## config.mk

```make
export PLATFORM = sky130hd
export DESIGN_NAME = fsk_demodulator
export DESIGN_NICKNAME = d
export VERILOG_FILES = /design/src/rtl/fsk_demodulator.sv
export SDC_FILE = /design/constraint.sdc
export NUM_CORES = 1
export LEC_CHECK = 0
export BUFFER_PORTS_ARGS = -buffer_cell sky130_fd_sc_hd__buf_2
export CAP_MARGIN = 20
export CORE_UTILIZATION = 30
export CTS_BUF_LIST = sky130_fd_sc_hd__clkbuf_4 sky130_fd_sc_hd__clkbuf_8
export CTS_CLUSTER_DIAMETER = 50
export DETAILED_ROUTE_END_ITERATION = 12
export PLACE_DENSITY = 0.52
export SLEW_MARGIN = 20
export SYNTH_ARGS = -nofsm -noshare
export SYNTH_HDL_FRONTEND = slang
export SYNTH_SLANG_ARGS = --single-unit
```

## constraint.sdc

```tcl
create_clock -name clk -period 15.3 [get_ports clk]
set_input_delay 0.765 -clock clk [delete_from_list [all_inputs] [get_ports clk]]
set_output_delay 0.765 -clock clk [all_outputs]
set_load 0.02 [all_outputs]
```

## src/rtl/fsk_demodulator.sv

```systemverilog
// FSK demodulator: one-sample quadrature discriminator, integrate-and-dump per
// symbol, and a symbol timing counter that locks to discriminator sign changes.
`ifndef SinSize
`define SinSize 8
`endif

module fsk_demodulator #(
  parameter int SIN_SIZE    = `SinSize,
  parameter int SPS         = 4,
  parameter int ACQ_TIMEOUT = 64
) (
  input  logic                clk,
  input  logic                rst,
  input  logic                inValid,
  input  logic [SIN_SIZE-1:0] FSK_I,
  input  logic [SIN_SIZE-1:0] FSK_Q,
  output logic                symVal,
  output logic                symValid,
  output logic                locked
);

  localparam int DW = 2 * SIN_SIZE + 1;
  localparam int AW = DW + $clog2(SPS) + 1;
  localparam int PW = $clog2(SPS);
  localparam int CW = $clog2(ACQ_TIMEOUT + 1);
  localparam logic [PW-1:0] PH_LAST = PW'(SPS - 1);
  localparam logic [PW-1:0] PH_PRE  = PW'(SPS - 2);
  localparam logic [PW-1:0] PH_HALF = PW'(SPS / 2);

  typedef enum logic {ACQ, TRACK} state_t;

  logic signed [SIN_SIZE-1:0] r_iCur, r_qCur, r_iPrev, r_qPrev;
  logic                       r_histOk, r_pairOk;
  logic signed [DW-1:0]       r_disc;
  logic                       r_discValid;
  state_t                     r_state, w_nextState;
  logic [CW-1:0]              r_acqCnt;
  logic [PW-1:0]              r_phase, w_nextPhase;
  logic signed [AW-1:0]       r_acc, w_nextAcc, w_accSum;
  logic                       r_adjDone, w_nextAdj;
  logic [1:0]                 r_lastSgn, w_sgn;
  logic                       r_dumpPend, r_dumpPos, r_dumpNeg;
  logic                       r_symVal, r_symValid;

  logic signed [DW-1:0] w_iPrevX, w_qPrevX, w_iCurX, w_qCurX, w_prodA, w_prodB;
  logic w_advance, w_discZero, w_trans, w_acqDone;
  logic w_stretch, w_late, w_dump, w_trackDump;

  // Stage 1: sample history; every pipeline stage advances only on inValid
  always_ff @(posedge clk or negedge rst) begin
    if (!rst) begin
      r_iCur   <= '0;
      r_qCur   <= '0;
      r_iPrev  <= '0;
      r_qPrev  <= '0;
      r_histOk <= 1'b0;
      r_pairOk <= 1'b0;
    end else if (inValid) begin
      r_iCur   <= $signed(FSK_I);
      r_qCur   <= $signed(FSK_Q);
      r_iPrev  <= r_iCur;
      r_qPrev  <= r_qCur;
      r_histOk <= 1'b1;
      r_pairOk <= r_histOk;
    end
  end

  assign w_iPrevX = DW'(r_iPrev);
  assign w_qPrevX = DW'(r_qPrev);
  assign w_iCurX  = DW'(r_iCur);
  assign w_qCurX  = DW'(r_qCur);
  assign w_prodA  = w_iPrevX * w_qCurX;
  assign w_prodB  = w_qPrevX * w_iCurX;

  always_ff @(posedge clk or negedge rst) begin
    if (!rst) begin
      r_disc      <= '0;
      r_discValid <= 1'b0;
    end else if (inValid) begin
      r_disc      <= w_prodA - w_prodB;
      r_discValid <= r_pairOk;
    end
  end

  // Sign encoding: 00 zero, 01 positive, 10 negative; a zero disc never counts
  assign w_advance  = inValid & r_discValid;
  assign w_discZero = (r_disc == '0);
  assign w_sgn      = w_discZero ? 2'b00 : (r_disc[DW-1] ? 2'b10 : 2'b01);
  assign w_trans    = !w_discZero && (r_lastSgn != 2'b00) && (w_sgn != r_lastSgn);
  assign w_acqDone  = (r_acqCnt == CW'(ACQ_TIMEOUT - 1));
  assign w_accSum   = r_acc + AW'(r_disc);

  always_ff @(posedge clk or negedge rst) begin
    if (!rst) r_state <= ACQ;
    else      r_state <= w_nextState;
  end

  always_comb begin
    w_nextState = r_state;
    if (r_state == ACQ && w_advance && (w_trans || w_acqDone)) w_nextState = TRACK;
  end

  // Timing recovery: an early boundary holds the phase once, a late one skips
  // ahead; a late transition on the dump sample shortens the following symbol.
  always_comb begin
    w_stretch   = 1'b0;
    w_late      = 1'b0;
    w_dump      = 1'b0;
    w_nextPhase = r_phase;
    w_nextAcc   = r_acc;
    w_nextAdj   = r_adjDone;
    if (r_state == ACQ) begin
      w_nextAdj = 1'b0;
      if (w_trans) begin
        w_nextPhase = PW'(1);
        w_nextAcc   = AW'(r_disc);
      end else begin
        w_nextPhase = '0;
        w_nextAcc   = '0;
      end
    end else begin
      w_stretch = w_trans && !r_adjDone && (r_phase != '0) && (r_phase <= PH_HALF);
      w_late    = w_trans && !r_adjDone && (r_phase > PH_HALF);
      w_dump    = (r_phase == PH_LAST) || (w_late && (r_phase == PH_PRE));
      if (w_stretch)                         w_nextPhase = r_phase;
      else if (w_late && r_phase == PH_LAST) w_nextPhase = PW'(1);
      else if (w_dump)                       w_nextPhase = '0;
      else if (w_late)                       w_nextPhase = r_phase + PW'(2);
      else                                   w_nextPhase = r_phase + PW'(1);
      if (w_dump) begin
        w_nextAcc = '0;
        w_nextAdj = w_late && (r_phase == PH_LAST);
      end else begin
        w_nextAcc = w_accSum;
        w_nextAdj = r_adjDone | w_stretch | w_late;
      end
    end
  end

  assign w_trackDump = w_advance && (r_state == TRACK) && w_dump;

  always_ff @(posedge clk or negedge rst) begin
    if (!rst) begin
      r_acqCnt  <= '0;
      r_phase   <= '0;
      r_acc     <= '0;
      r_adjDone <= 1'b0;
      r_lastSgn <= 2'b00;
      r_dumpPos <= 1'b0;
      r_dumpNeg <= 1'b0;
    end else if (w_advance) begin
      r_phase   <= w_nextPhase;
      r_acc     <= w_nextAcc;
      r_adjDone <= w_nextAdj;
      if (!w_discZero)      r_lastSgn <= w_sgn;
      if (r_state == ACQ)   r_acqCnt  <= r_acqCnt + CW'(1);
      if (w_trackDump) begin
        r_dumpPos <= (w_accSum != '0) && !w_accSum[AW-1];
        r_dumpNeg <= w_accSum[AW-1];
      end
    end
  end

  // Output stage: the strobe leaves with the next valid sample, a zero sum holds symVal
  always_ff @(posedge clk or negedge rst) begin
    if (!rst) begin
      r_dumpPend <= 1'b0;
      r_symValid <= 1'b0;
      r_symVal   <= 1'b0;
    end else begin
      r_symValid <= inValid && r_dumpPend;
      if (inValid) begin
        r_dumpPend <= w_trackDump;
        if (r_dumpPend && r_dumpPos)      r_symVal <= 1'b1;
        else if (r_dumpPend && r_dumpNeg) r_symVal <= 1'b0;
      end
    end
  end

  always_comb begin
    locked = (r_state == TRACK);
  end

  assign symVal   = r_symVal;
  assign symValid = r_symValid;

endmodule
```

# Word-level counts from Yosys, hierarchy flattened
# Index checks and enable logic that the tools add are counted.
[totals]
reg_bits = 90
inputBits = 19
output_inout_bits = 3
wordCells = 85
[classes]
addsub = 5
multipliers = 2
order_cmp = 2
eq_ne = 5
muxes = 16
bitwise = 5
n_reduce_logical = 31
[op_table]
columns = ["operator", "n"]
rows = [
  ["2-to-1 mux 20 bit", 3],
  ["multiplier 8 x 8 -> 16 bit", 2],
  ["adder 20 x 17 -> 20 bit", 1],
  ["nonzero test 20 bit", 1],
  ["logical NOT 17 bit", 1],
  ["subtractor 16 x 16 -> 17 bit", 1],
  ["logical AND 1 bit", 16],
  ["2-to-1 mux 2 bit", 7],
  ["AND reduction 2 bit", 5],
  ["adder 7 x 1 -> 7 bit, second input constant", 1],
  ["== test 7 x 6 -> 1 bit, second input constant", 1],
  ["2-to-1 mux 1 bit", 6],
  ["nonzero test 2 bit", 3],
  ["== test 2 bit, second input constant", 2],
  ["logical NOT 1 bit", 3],
  ["adder 2 x 1 -> 2 bit, second input constant", 1],
  ["adder 2 bit, second input constant", 1],
  ["> comparator 2 bit, second input constant", 1],
  ["<= comparator 2 bit, second input constant", 1],
  ["logical OR 1 bit", 2],
  ["inequality test 2 bit", 1],
  ["inequality test 2 bit, second input constant", 1],
  ["NOT 1 bit", 2],
  ["OR 1 bit", 2],
  ["AND 1 bit", 1],
]

# Logic depth before layout (Yosys ltp)
# Gate-level depths: netlist of run 1.
[depth]
depth_word = 12
mapped_depth = 23
ltp_nobuf = 22

# Worst setup path before layout of run 1
# OpenSTA, ideal clock, no wires.
[synth_timing]
path_type = "flip-flop to flip-flop"
startpoint = "register r_iCur[0]"
endpoint = "register r_disc[14]"
setup_ns = 0.136
t_arrival_ns = 5.151
required_ns = 15.164
slack_ns = 10.013
path_stages_with_launch = 20
path_buffers = 1
period_less_slack_ns = 5.287
cell_sequence = "dfrtp_1 > clkbuf_1 > nand2_1 > inv_1 > fa_1 > inv_1 > fa_1 > fa_1 > fa_1 > fa_1 > inv_1 > fa_1 > inv_1 > ha_1 > or2_2 > a21oi_1 > a211oi_1 > o41ai_1 > xor2_1 > a21oi_1"
[synth_via]
elab_chain_len = 2
[synth_lines]
columns = ["element", "line", "source"]
rows = [
  ["from (decl)", "32", "logic signed [SIN_SIZE-1:0] r_iCur, r_qCur, r_iPrev, r_qPrev;"],
  ["from (signal assigned)", "59", "r_iCur <= $signed(FSK_I);"],
  ["multiplier 8 x 8 -> 16 bit", "73", "assign w_prodB = w_qPrevX * w_iCurX;"],
  ["subtractor 16 x 16 -> 17 bit", "80", "r_disc <= w_prodA - w_prodB;"],
  ["to (signal assigned)", "80", ""],
  ["to (decl)", "34", "logic signed [DW-1:0] r_disc;"],
]
# No other way between the ends.
# A chain may end at the register's enable or synchronous reset.

# Worst setup path after layout of run 1
[layout_timing]
startpoint = "register r_qCur[7]"
endpoint = "register r_disc[14]"
[layout_via]
elab_chain_len = 2
[layout_lines]
columns = ["element", "line", "source"]
rows = [
  ["from (decl)", "32", ""],
  ["from (signal assigned)", "60", "r_qCur <= $signed(FSK_Q);"],
  ["multiplier 8 x 8 -> 16 bit", "72", "assign w_prodA = w_iPrevX * w_qCurX;"],
  ["subtractor 16 x 16 -> 17 bit", "80", ""],
]
# No other way between the ends.

==> results.md, run 1 <==
- Slew Viols, Final: 0
- CTS resizes: 0
- R2R depth: 19
- Synthesized flop and latch total: 90
- Max clock buf depth: 2
- CTS tree: built
- Clock root cell: clkbuf_8
- EDFF count, synth: 0
- Routed Antenna Nets: 0
- Synth top area share: between 20% and 30%
- Clock Sinks: 90
- Post-Layout Cell Count: 1476
- Slowest-stage cell, CP: fa_1
- CP Max Fanout: 8
- Placed Cells incl. Taps: 1461
- Placeable Area: 32870 sq um
- Clock Skews: 15.11 ps
- Synthesized cell area: 10120 sq um
- Adder-cell share of the synthesized area: between 30% and 40%
- Synth warn: 0
- Post-CTS Setup Inserts: 0
- Simple-gate portion of the synthesized area: approximately 15%
- Most used cell, CP: fa_1
- Synth area leader: fa_1
- DR WL met2: 11070 um
- TritonCTS buffer count: 9
- Routed via count: 6916
- Worst slew pin tran: between 900 and 1000 ps
- Setup TNS: 0 ps
- Die Area: ~34000 sq um
- Residual DRC count: 0
- CP max stage delay: 540 ps
- Initial antenna violation count: 0
- Detailed Route Iter0 Violations: approximately 350
- Die Y: 185.7 um
- Setup crit end kind: flip-flop
- Pre-Repair DR Iteration Count: 4
- Relative max-transition margin: 38.00%
- Avg WL per Cell: 15.25 um
- RSZ-0062 raised after global routing: false
- Fin crit period: 5701 ps
- Post-Synthesis Cells: a little over 1000
- GPL Wtd Cong: 0.8057
- Hold buffer count at cts: 0
- Worst reg2reg setup slack: 9600 ps
- # nets final: 1267
- Crit path DAT: 5950 ps
- Net Count, Synth: ~1300
- Final Hold Vio Count: 0
- Port Buffers: 21
- Status: finished, final reports clean
- Vias/cell: 4.686
- Synth Flop Type: dfrtp_1
- Crit path launch: r_qCur[7]$_DFFE_PN0P_
- Seq/Total Area, Yosys: 22.26%
- Met3 wire len: around 560 um
- Largest family of logic cells by synthesized area: adder cells
- Global-route wire length before repair: ~39000 um
- Synthesized area per cell: 9.862 sq um
- Num rows: 66
- Post-synthesis mux area share: 5.515%
- Fillers: about 3500
- Cells taking the most area after synthesis: fa_1 27%, dfrtp_1 22%, ha_1 10%, inv_1 6.8%, mux2_2 5.1%
- Clock-pin slew on the worst setup and hold paths: 100 ps
- Asr flop ratio synth: 100.0%
- Share of layout cells above drive strength 1: 10.15%
- Final setup viols: 0
- Reg-to-reg endpoint: r_disc[14]$_DFFE_PN0P_
- Pin count of the biggest net entering global routing: 68
- Most frequent cell after synthesis: inv_1
- Synth cell count leaders: 182 x inv_1, 137 x fa_1, 90 x dfrtp_1
- CP Launch Type: flip-flop
- Detailed Place HPWL: 17800 um
- H-tree Lvls: 3
- Die Width: ~190 um
- Number of library cell types mapped by synthesis: 69
- MaxCap Viol Count: 0
- IO Pins: 22
- GRT Resource Usage Total: between 10 and 15%
- Required time of the critical path: ~16000 ps
- Period utilization: 37.26%
- Post-synthesis xor/xnor area fraction: ~3.3%
- Ant. Diodes: 0
- Remaining global-route overflow: 0
- Vias in the first global route: 7520
- Reg-to-Reg Start: r_qCur[7]$_DFFE_PN0P_
- Top routing layer used: met4
- Clock latency on the worst-skew pair: 400 ps
- Max frequency: 0.1754 GHz
- Initial core utilization: 30.79%
- Total wire length: 22500 um
- Met1 WL: 10580 um
- Syn-to-layout area delta: 7.803%
- Hold WC Path Type: in2async
- Crit path cell chain: clkinv_1 > nor2_1 > fa_1 > inv_1 > fa_1 > fa_1 > inv_1 > fa_1 > fa_1 > inv_1 > fa_1 > inv_1 > ha_1 > or2_2 > a21oi_1 > a211oi_1 > o41ai_1 > xor2_1 > a21oi_1
- CP Class: reg2reg
- Compound-cell area share of the yosys netlist: 9.138%
[layout make-up]
type	count	area, sq um	share of cell area (%)
Clock buffer	10	137.6	1.262
Clock inverter	5	78.83	0.7226
Inverter	184	690.7	6.332
Multi-Input combinational cell	719	7051	64.64
Sequential cell	90	2252	20.65
Tap cell	442	553.0	5.070
Timing Repair Buffer	26	145.1	1.331
[critical path: cells and delay by family, from the launching register on]
kind | cells | cell delay, ps
adder cells (fa/ha/maj) | 7 | 3140
XOR/XNOR | 1 | 180
buffers and inverters | 5 | 510
AO/OA/AOI/OAI | 4 | 780
AND/OR/NAND/NOR | 2 | 510
flip-flops | 1 | 430
[state kept, by name (all words and copies together) (netlist names), 2 cells and up]
signal     flops
r_phase        2
r_lastSgn      2
r_qCur         8
r_acqCnt       7
r_disc        17
r_acc         20
r_iPrev        8
r_iCur         8
r_qPrev        8
[worst max-delay path by stage]
stage                     slack, ps                endpoint
final                          9600  r_disc[14]$_DFFE_PN0P_
after global routing           9280  r_disc[14]$_DFFE_PN0P_
after CTS                      9550  r_disc[16]$_DFFE_PN0P_
after detailed placement       9600  r_disc[14]$_DFFE_PN0P_
after global placement         9630  r_disc[16]$_DFFE_PN0P_
after floorplan               10010  r_disc[14]$_DFFE_PN0P_
[through the flow]
step | setup slack, ps | hold slack, ps | area (sq um) | util [%]
after floorplan | 10010 | 430.5 | 10120 | -
after global placement | 9630 | 446.0 | 10690 | 32.53
after detailed placement | 9602 | 443.7 | 10690 | 32.53
after CTS | 9548 | 254.6 | 10910 | 33.19
after global routing | 9282 | 275.5 | 10910 | 33.19
final | 9599 | 268.8 | 10910 | 33.19
[cells in the final DEF (no fill, tap or decap), types with 3 or more instances in the layout]
cell type | Yosys | routed
inv_1 | 182 | 182
fa_1 | 137 | 137
dfrtp_1 | 90 | 90
ha_1 | 81 | 81
and2_1 | 75 | 75
nand2_1 | 69 | 69
nor2_1 | 66 | 66
mux2_2 | 46 | 46
a21oi_1 | 27 | 27
xnor2_1 | 23 | 23
buf_2 | 1 | 20
o21ai_0 | 15 | 15
xor2_1 | 15 | 15
a221oi_1 | 15 | 15
nor2b_1 | 12 | 12
nand3_1 | 11 | 11
clkbuf_8 | 0 | 10
nand2b_1 | 8 | 8
nor4_1 | 7 | 7
nand4_1 | 7 | 7
a211oi_1 | 7 | 7
a31oi_1 | 6 | 6
nor3_1 | 6 | 6
buf_4 | 0 | 6
a21o_1 | 5 | 5
or3_1 | 5 | 5
mux2i_1 | 4 | 4
or2_2 | 4 | 4
o21ai_1 | 4 | 4
and3_1 | 4 | 4
nand3b_1 | 3 | 3
nor3b_1 | 3 | 3
o211ai_1 | 3 | 3
a22o_1 | 3 | 3
[logic make-up (layout without fill, tap and decap cells)]
kind of cell | after synthesis | count (layout)
flip-flops | 90 | 90
multiplexers | 50 | 50
AND/OR/NAND/NOR | 289 | 289
buffers and inverters | 217 | 225
AO/OA/AOI/OAI | 124 | 124
adder cells (fa/ha/maj) | 218 | 218
XOR/XNOR | 38 | 38
[metal layers]
| layer | vias to the layer above | GRT usage [%] |
|---|---|---|
| li1 | 3327 | - |
| met1 | 3483 | 19.29 |
| met2 | 90 | 25.00 |
| met3 | 16 | 1.565 |
| met4 | 0 | 3.869 |
| met5 | - | 0 |
Power of run 1 is not shown: default switching activity piles up to over one toggle a cycle in this logic, so the estimate is an artifact.
==> run 2, diff against run 1 <==
clock period = 5.99 ns   (was 15.3 ns; I/O delays follow)
==> run 2 against run 1 <==
Critical path depth is 2 lower. Fmax up 0.88%. Via count grew 2.0%. Cell area grew 0.39%. Setup slack got worse by 9300 ps. Clock skew down 3.8 ps. Final cell count increased by 0.61%. Non-clock buffer count is 8 higher. Critical endpoint unchanged. Largest cell class unchanged.
==> results.md, run 2 (same netlist as run 1, synthesis figures left out) <==
- GPL Wtd Cong: 0.7970 (-1.1%)
- Num rows: 66 (unchanged)
- CP Class: reg2reg
- Residual DRC count: 0 (unchanged)
- Setup TNS: 0 ps (unchanged)
- Routed via count: 7054 (+2.0%)
- # nets final: 1275 (+0.63%)
- Crit path DAT: 5910 ps (-40 ps)
- Ant. Diodes: 0 (unchanged)
- Pre-Repair DR Iteration Count: 4 (unchanged)
- Slew Viols, Final: 0 (unchanged)
- IO Pins: 22 (unchanged)
- Setup crit end kind: flip-flop
- Detailed Place HPWL: 18310 um (+2.9%)
- MaxCap Viol Count: 0 (unchanged)
- Relative max-transition margin: 40.23% (+2.2 points)
- CP Launch Type: flip-flop
- Avg WL per Cell: 15.51 um (+1.7%)
- Initial core utilization: 30.79% (unchanged)
- Most frequent cells in the layout: 182 x inv_1, 137 x fa_1, 90 x dfrtp_1, 81 x ha_1, 75 x and2_1
- Final Hold Vio Count: 0 (unchanged)
- Routed Antenna Nets: 0 (unchanged)
- Port Buffers: 21 (unchanged)
- Post-CTS Setup Inserts: 0 (unchanged)
- Post-Place Cell Area: 10740 sq um (+0.49%)
- Vias/cell: 4.750 (+1.4%)
- Syn-to-layout area delta: 8.223%
- Final setup viols: 0 (unchanged)
- Clock Skews: 11.35 ps (-3.767 ps)
- Required time of the critical path: 6250 ps (-9300 ps)
- Max clock buf depth: 2 (unchanged)
- Design area: 10950 sq um (+0.39%)
- Largest register FFs: 20 (unchanged)
- Hold WC Path Type: in2reg
- Status: finished, final reports clean
- Global-route wire length before repair: 40490 um (+3.9%)
- H-tree Lvls: 3 (unchanged)
- CP Max Fanout: 10 (+2)
- Initial antenna violation count: 1 (+1)
- Vias in the first global route: 7723 (+2.7%)
- CTS tree: built
- Period utilization: 94.34% (+57 points)
- Biggest regs: r_acc x20, r_disc x17
- Max frequency: 0.1770 GHz (+0.88%)
- Remaining global-route overflow: 0 (unchanged)
- TritonCTS buffer count: 9 (unchanged)
- Total wire length: 23030 um (+2.4%)
- GRT Resource Usage Total: 15.07% (+0.55 points)
- Clock-pin slew on the worst setup and hold paths: 110 ps (about the same)
- Placeable Area: 32870 sq um (unchanged)
- Most common cell after layout, fill and taps aside: inv_1
- Clock root cell: clkbuf_8
- Clock Sinks: 90 (unchanged)
- Detailed Route Iter0 Violations: 386 (+12%)
- Die Area: 34470 sq um (unchanged)
- Share of layout cells above drive strength 1: 10.93% (+0.78 points)
- Fillers: 3524 (+1.4%)
- RSZ-0062 raised after global routing: false
- Fin crit period: 5651 ps (-49.73 ps)
- Worst slew pin tran: 894.5 ps (-35.53 ps)
- Clock latency on the worst-skew pair: 400 ps (about the same)
- Pin count of the biggest net entering global routing: 62 (-8.8%)
- Die Width: 185.7 um (unchanged)
- Die Y: 185.7 um (unchanged)
- Largest register by flop count: r_acc
-- run 2: routing by layer --
layer  global-route usage, %  wire length (um)
met1                   20.06             11100
met2                   25.98             11170
met3                   1.624               461
met4                   3.869               302
met5                       0                 0
-- run 2: layout make-up --
type | instances | area [sq um] | share of cell area [%]
clock buffer | 10 | 137.6 | 1.257
clock inverter | 6 | 53.80 | 0.4913
inverter | 184 | 690.7 | 6.307
multi-input combinational | 719 | 7056 | 64.43
sequential | 90 | 2252 | 20.57
tap | 442 | 553.0 | 5.050
timing repair buffer | 34 | 207.7 | 1.897
-- run 2: what timing repair did --
action / CTS / global route
hold buffers: 1 / 0
resized for setup: 0 / 1
endpoints found under the hold margin: 30 / 0
setup endpoints to repair: 0 / 1
-- run 2: path summary, 6_finish.rpt --
| check | from | endpoint | slack [ps] | cells after the start |
|---|---|---|---|---|
| worst max-delay path | r_qCur[2]$_DFFE_PN0P_ | r_disc[14]$_DFFE_PN0P_ | 340 | 17 |
| worst min-delay path | FSK_Q[7] | r_qCur[7]$_DFFE_PN0P_ | 120 | 3 |
| worst max register to register | r_qCur[2]$_DFFE_PN0P_ | r_disc[14]$_DFFE_PN0P_ | 340 | 17 |
| worst min register to register | r_histOk$_DFFE_PN0P_ | r_histOk$_DFFE_PN0P_ | 470 | 1 |
| max in group asynchronous | rst | r_iCur[1]$_DFFE_PN0P_ | 4460 | 3 |
| min in group asynchronous | rst | r_qCur[0]$_DFFE_PN0P_ | 390 | 2 |
-- run 2: metrics by stage --
step	setup slack [ps]	instances	hold slack [ps]	util (%)
global placement	321.0	1468	285.0	32.69
detailed placement	294.8	1468	285.7	32.69
global route	54.17	1485	100.9	33.32
CTS	268.7	1485	89.81	33.30
floorplan	702.5	1026	3.909	-
finish	339.1	1485	118.1	33.32
-- run 2: worst max-delay path: stages (launching register included) --
cell and delay, ps:
dfrtp_1 600, nand2_1 140, fa_1 520, fa_1 550, inv_1 60, fa_1 510
fa_1 470, fa_1 510, inv_1 50, fa_1 470, inv_1 40, ha_1 290
or2_2 320, a21oi_1 230, a211oi_2 100, o41ai_1 390, xor2_1 180, a21oi_1 80
Power of run 2 is left out for the same reason.
==> run 3, diff against run 2 <==
clock period = 7.25 ns   (was 5.99 ns; I/O delays follow)
==> run 3 against run 2 <==
Die area unchanged. Final cell count decreased by 0.40%. Via count decreased by 0.79%. First-iteration DRC count increased by 1.8%. Setup slack improved by 1200 ps. Clock-buffer cell count increased by 2. Critical path depth unchanged. Critical endpoint is now r_disc[16]$_DFFE_PN0P_. Largest cell class unchanged.
==> results.md, run 3 (same netlist as run 1, synthesis figures left out) <==
- Status: finished, final reports clean
- Die Y: 185.7 um (unchanged)
- Initial antenna violation count: 0 (-1)
- Clock root cell: clkbuf_8
- Share of layout cells above drive strength 1: 10.32% (-0.61 points)
- Clock latency on the worst-skew pair: 390 ps (about the same)
- Largest register FFs: 20 (unchanged)
- CP Max Fanout: 10 (unchanged)
- Global-route wire length before repair: 39190 um (-3.2%)
- CP Class: reg2reg
- Ant. Diodes: 0 (unchanged)
- Total wire length: 22420 um (-2.6%)
- Vias in the first global route: 7463 (-3.4%)
- Die Width: 185.7 um (unchanged)
- Residual DRC count: 0 (unchanged)
- Period utilization: 79.11% (-15 points)
- Relative max-transition margin: 37.97% (-2.3 points)
- Clock-pin slew on the worst setup and hold paths: 90 ps (-20 ps)
- Biggest regs: r_acc x20, r_disc x17
- Max clock buf depth: 2 (unchanged)
- Clock Sinks: 90 (unchanged)
- Required time of the critical path: 7580 ps (+1330 ps)
- Detailed Place HPWL: 17860 um (-2.5%)
- Remaining global-route overflow: 0 (unchanged)
- Most frequent cells in the layout: 182 x inv_1, 137 x fa_1, 90 x dfrtp_1, 81 x ha_1, 75 x and2_1
- Setup crit end kind: flip-flop
- Max frequency: 0.1744 GHz (-1.5%)
- Most common cell after layout, fill and taps aside: inv_1
- IO Pins: 22 (unchanged)
- Avg WL per Cell: 15.16 um (-2.2%)
- Detailed Route Iter0 Violations: 393 (+1.8%)
- Routed Antenna Nets: 0 (unchanged)
- Design area: 10960 sq um (about the same)
- Fin crit period: 5735 ps (+84.46 ps)
- Slew Viols, Final: 0 (unchanged)
- GRT Resource Usage Total: 14.58% (-0.48 points)
- Final setup viols: 0 (unchanged)
- CP Launch Type: flip-flop
- Clock Skews: 5.540 ps (-5.805 ps)
- Post-CTS Setup Inserts: 0 (unchanged)
- # nets final: 1269 (-0.47%)
- Placeable Area: 32870 sq um (unchanged)
- GPL Wtd Cong: 0.7963 (about the same)
- Hold WC Path Type: in2reg
- Initial core utilization: 30.79% (unchanged)
- Pin count of the biggest net entering global routing: 68 (+9.7%)
- Pre-Repair DR Iteration Count: 5 (+1)
- Port Buffers: 21 (unchanged)
- MaxCap Viol Count: 0 (unchanged)
- Placed Cells incl. Taps: 1462 (-0.41%)
- Final Hold Vio Count: 0 (unchanged)
- Die Area: 34470 sq um (unchanged)
- H-tree Lvls: 3 (unchanged)
- Num rows: 66 (unchanged)
- TritonCTS buffer count: 9 (unchanged)
- CTS tree: built
- Syn-to-layout area delta: 8.322% (about the same)
- Vias/cell: 4.732 (-0.39%)
- Worst slew pin tran: 930.4 ps (+35.95 ps)
- Largest register by flop count: r_acc
- Crit path DAT: 6070 ps (+160 ps)
- Setup TNS: 0 ps (unchanged)
- RSZ-0062 raised after global routing: false
- Post-Layout Cell Count: 1479 (-0.40%)
- Post-Place Cell Area: 10700 sq um (-0.42%)
- Routed via count: 6998 (-0.79%)
run 3: changes by cell type in the layout (fill, tap and decap cells not counted), moves of 2 or more:
cell / before / now
inv_6: 4 / 0
buf_4: 13 / 7
bufinv_16: 0 / 3
clkbuf_4: 0 / 2
run 3: final timing paths:
check | cells after the start | slack, ps | to | start
worst max register to register | 17 | 1510 | r_disc[16]$_DFFE_PN0P_ | r_qCur[3]$_DFFE_PN0P_
max in group asynchronous | 3 | 5600 | r_dumpPos$_DFFE_PN0P_ | rst
worst min-delay path | 3 | 180 | r_qCur[7]$_DFFE_PN0P_ | FSK_Q[7]
min in group asynchronous | 2 | 410 | r_iPrev[5]$_DFFE_PN0P_ | rst
worst min register to register | 1 | 460 | r_histOk$_DFFE_PN0P_ | r_histOk$_DFFE_PN0P_
worst max-delay path | 17 | 1510 | r_disc[16]$_DFFE_PN0P_ | r_qCur[3]$_DFFE_PN0P_
run 3: metrics by stage:
step	hold slack, ps	setup slack (ps)	util [%]
after floorplan	66.91	1963	-
after global placement	294.0	1577	32.55
after detailed placement	293.4	1518	32.55
after CTS	154.5	1484	33.35
after global routing	172.1	1222	33.35
final	178.9	1515	33.35
run 3: timing repair:
action / in CTS / in global routing
gates resized for setup: 0 / 0
hold buffers: 1 / 0
hold endpoints to repair: 23 / 0
run 3: layout make-up:
cell class                      count  area [sq um]
Clock buffer                       12         152.6
Clock inverter                      4         98.84
Fill cell                        3503         21910
Inverter                          184         690.7
Multi-Input combinational cell    719          7051
Sequential cell                    90          2252
Tap cell                          442         553.0
Timing Repair Buffer               28         162.7
run 3: critical path: stages, from the launching register on:
cell,delay [ps]
dfrtp_1,530
and2_1,230
inv_1,70
fa_1,660
inv_1,130
fa_1,490
fa_1,510
fa_1,500
fa_1,490
inv_1,50
fa_1,470
inv_1,40
ha_1,380
nand3_1,100
a211oi_1,400
nor3_1,140
or3_1,390
nand3_1,80
run 3: per-layer routing:
metal,vias up,part of all wire (%),routed length (um),global-route usage (%)
li1,3329,-,-,-
met1,3563,48,10670,19.50
met2,87,49,10910,24.73
met3,19,2.0,455,1.409
met4,0,1.7,391,4.689
met5,-,0,0,0
Power of run 3 is left out for the same reason.
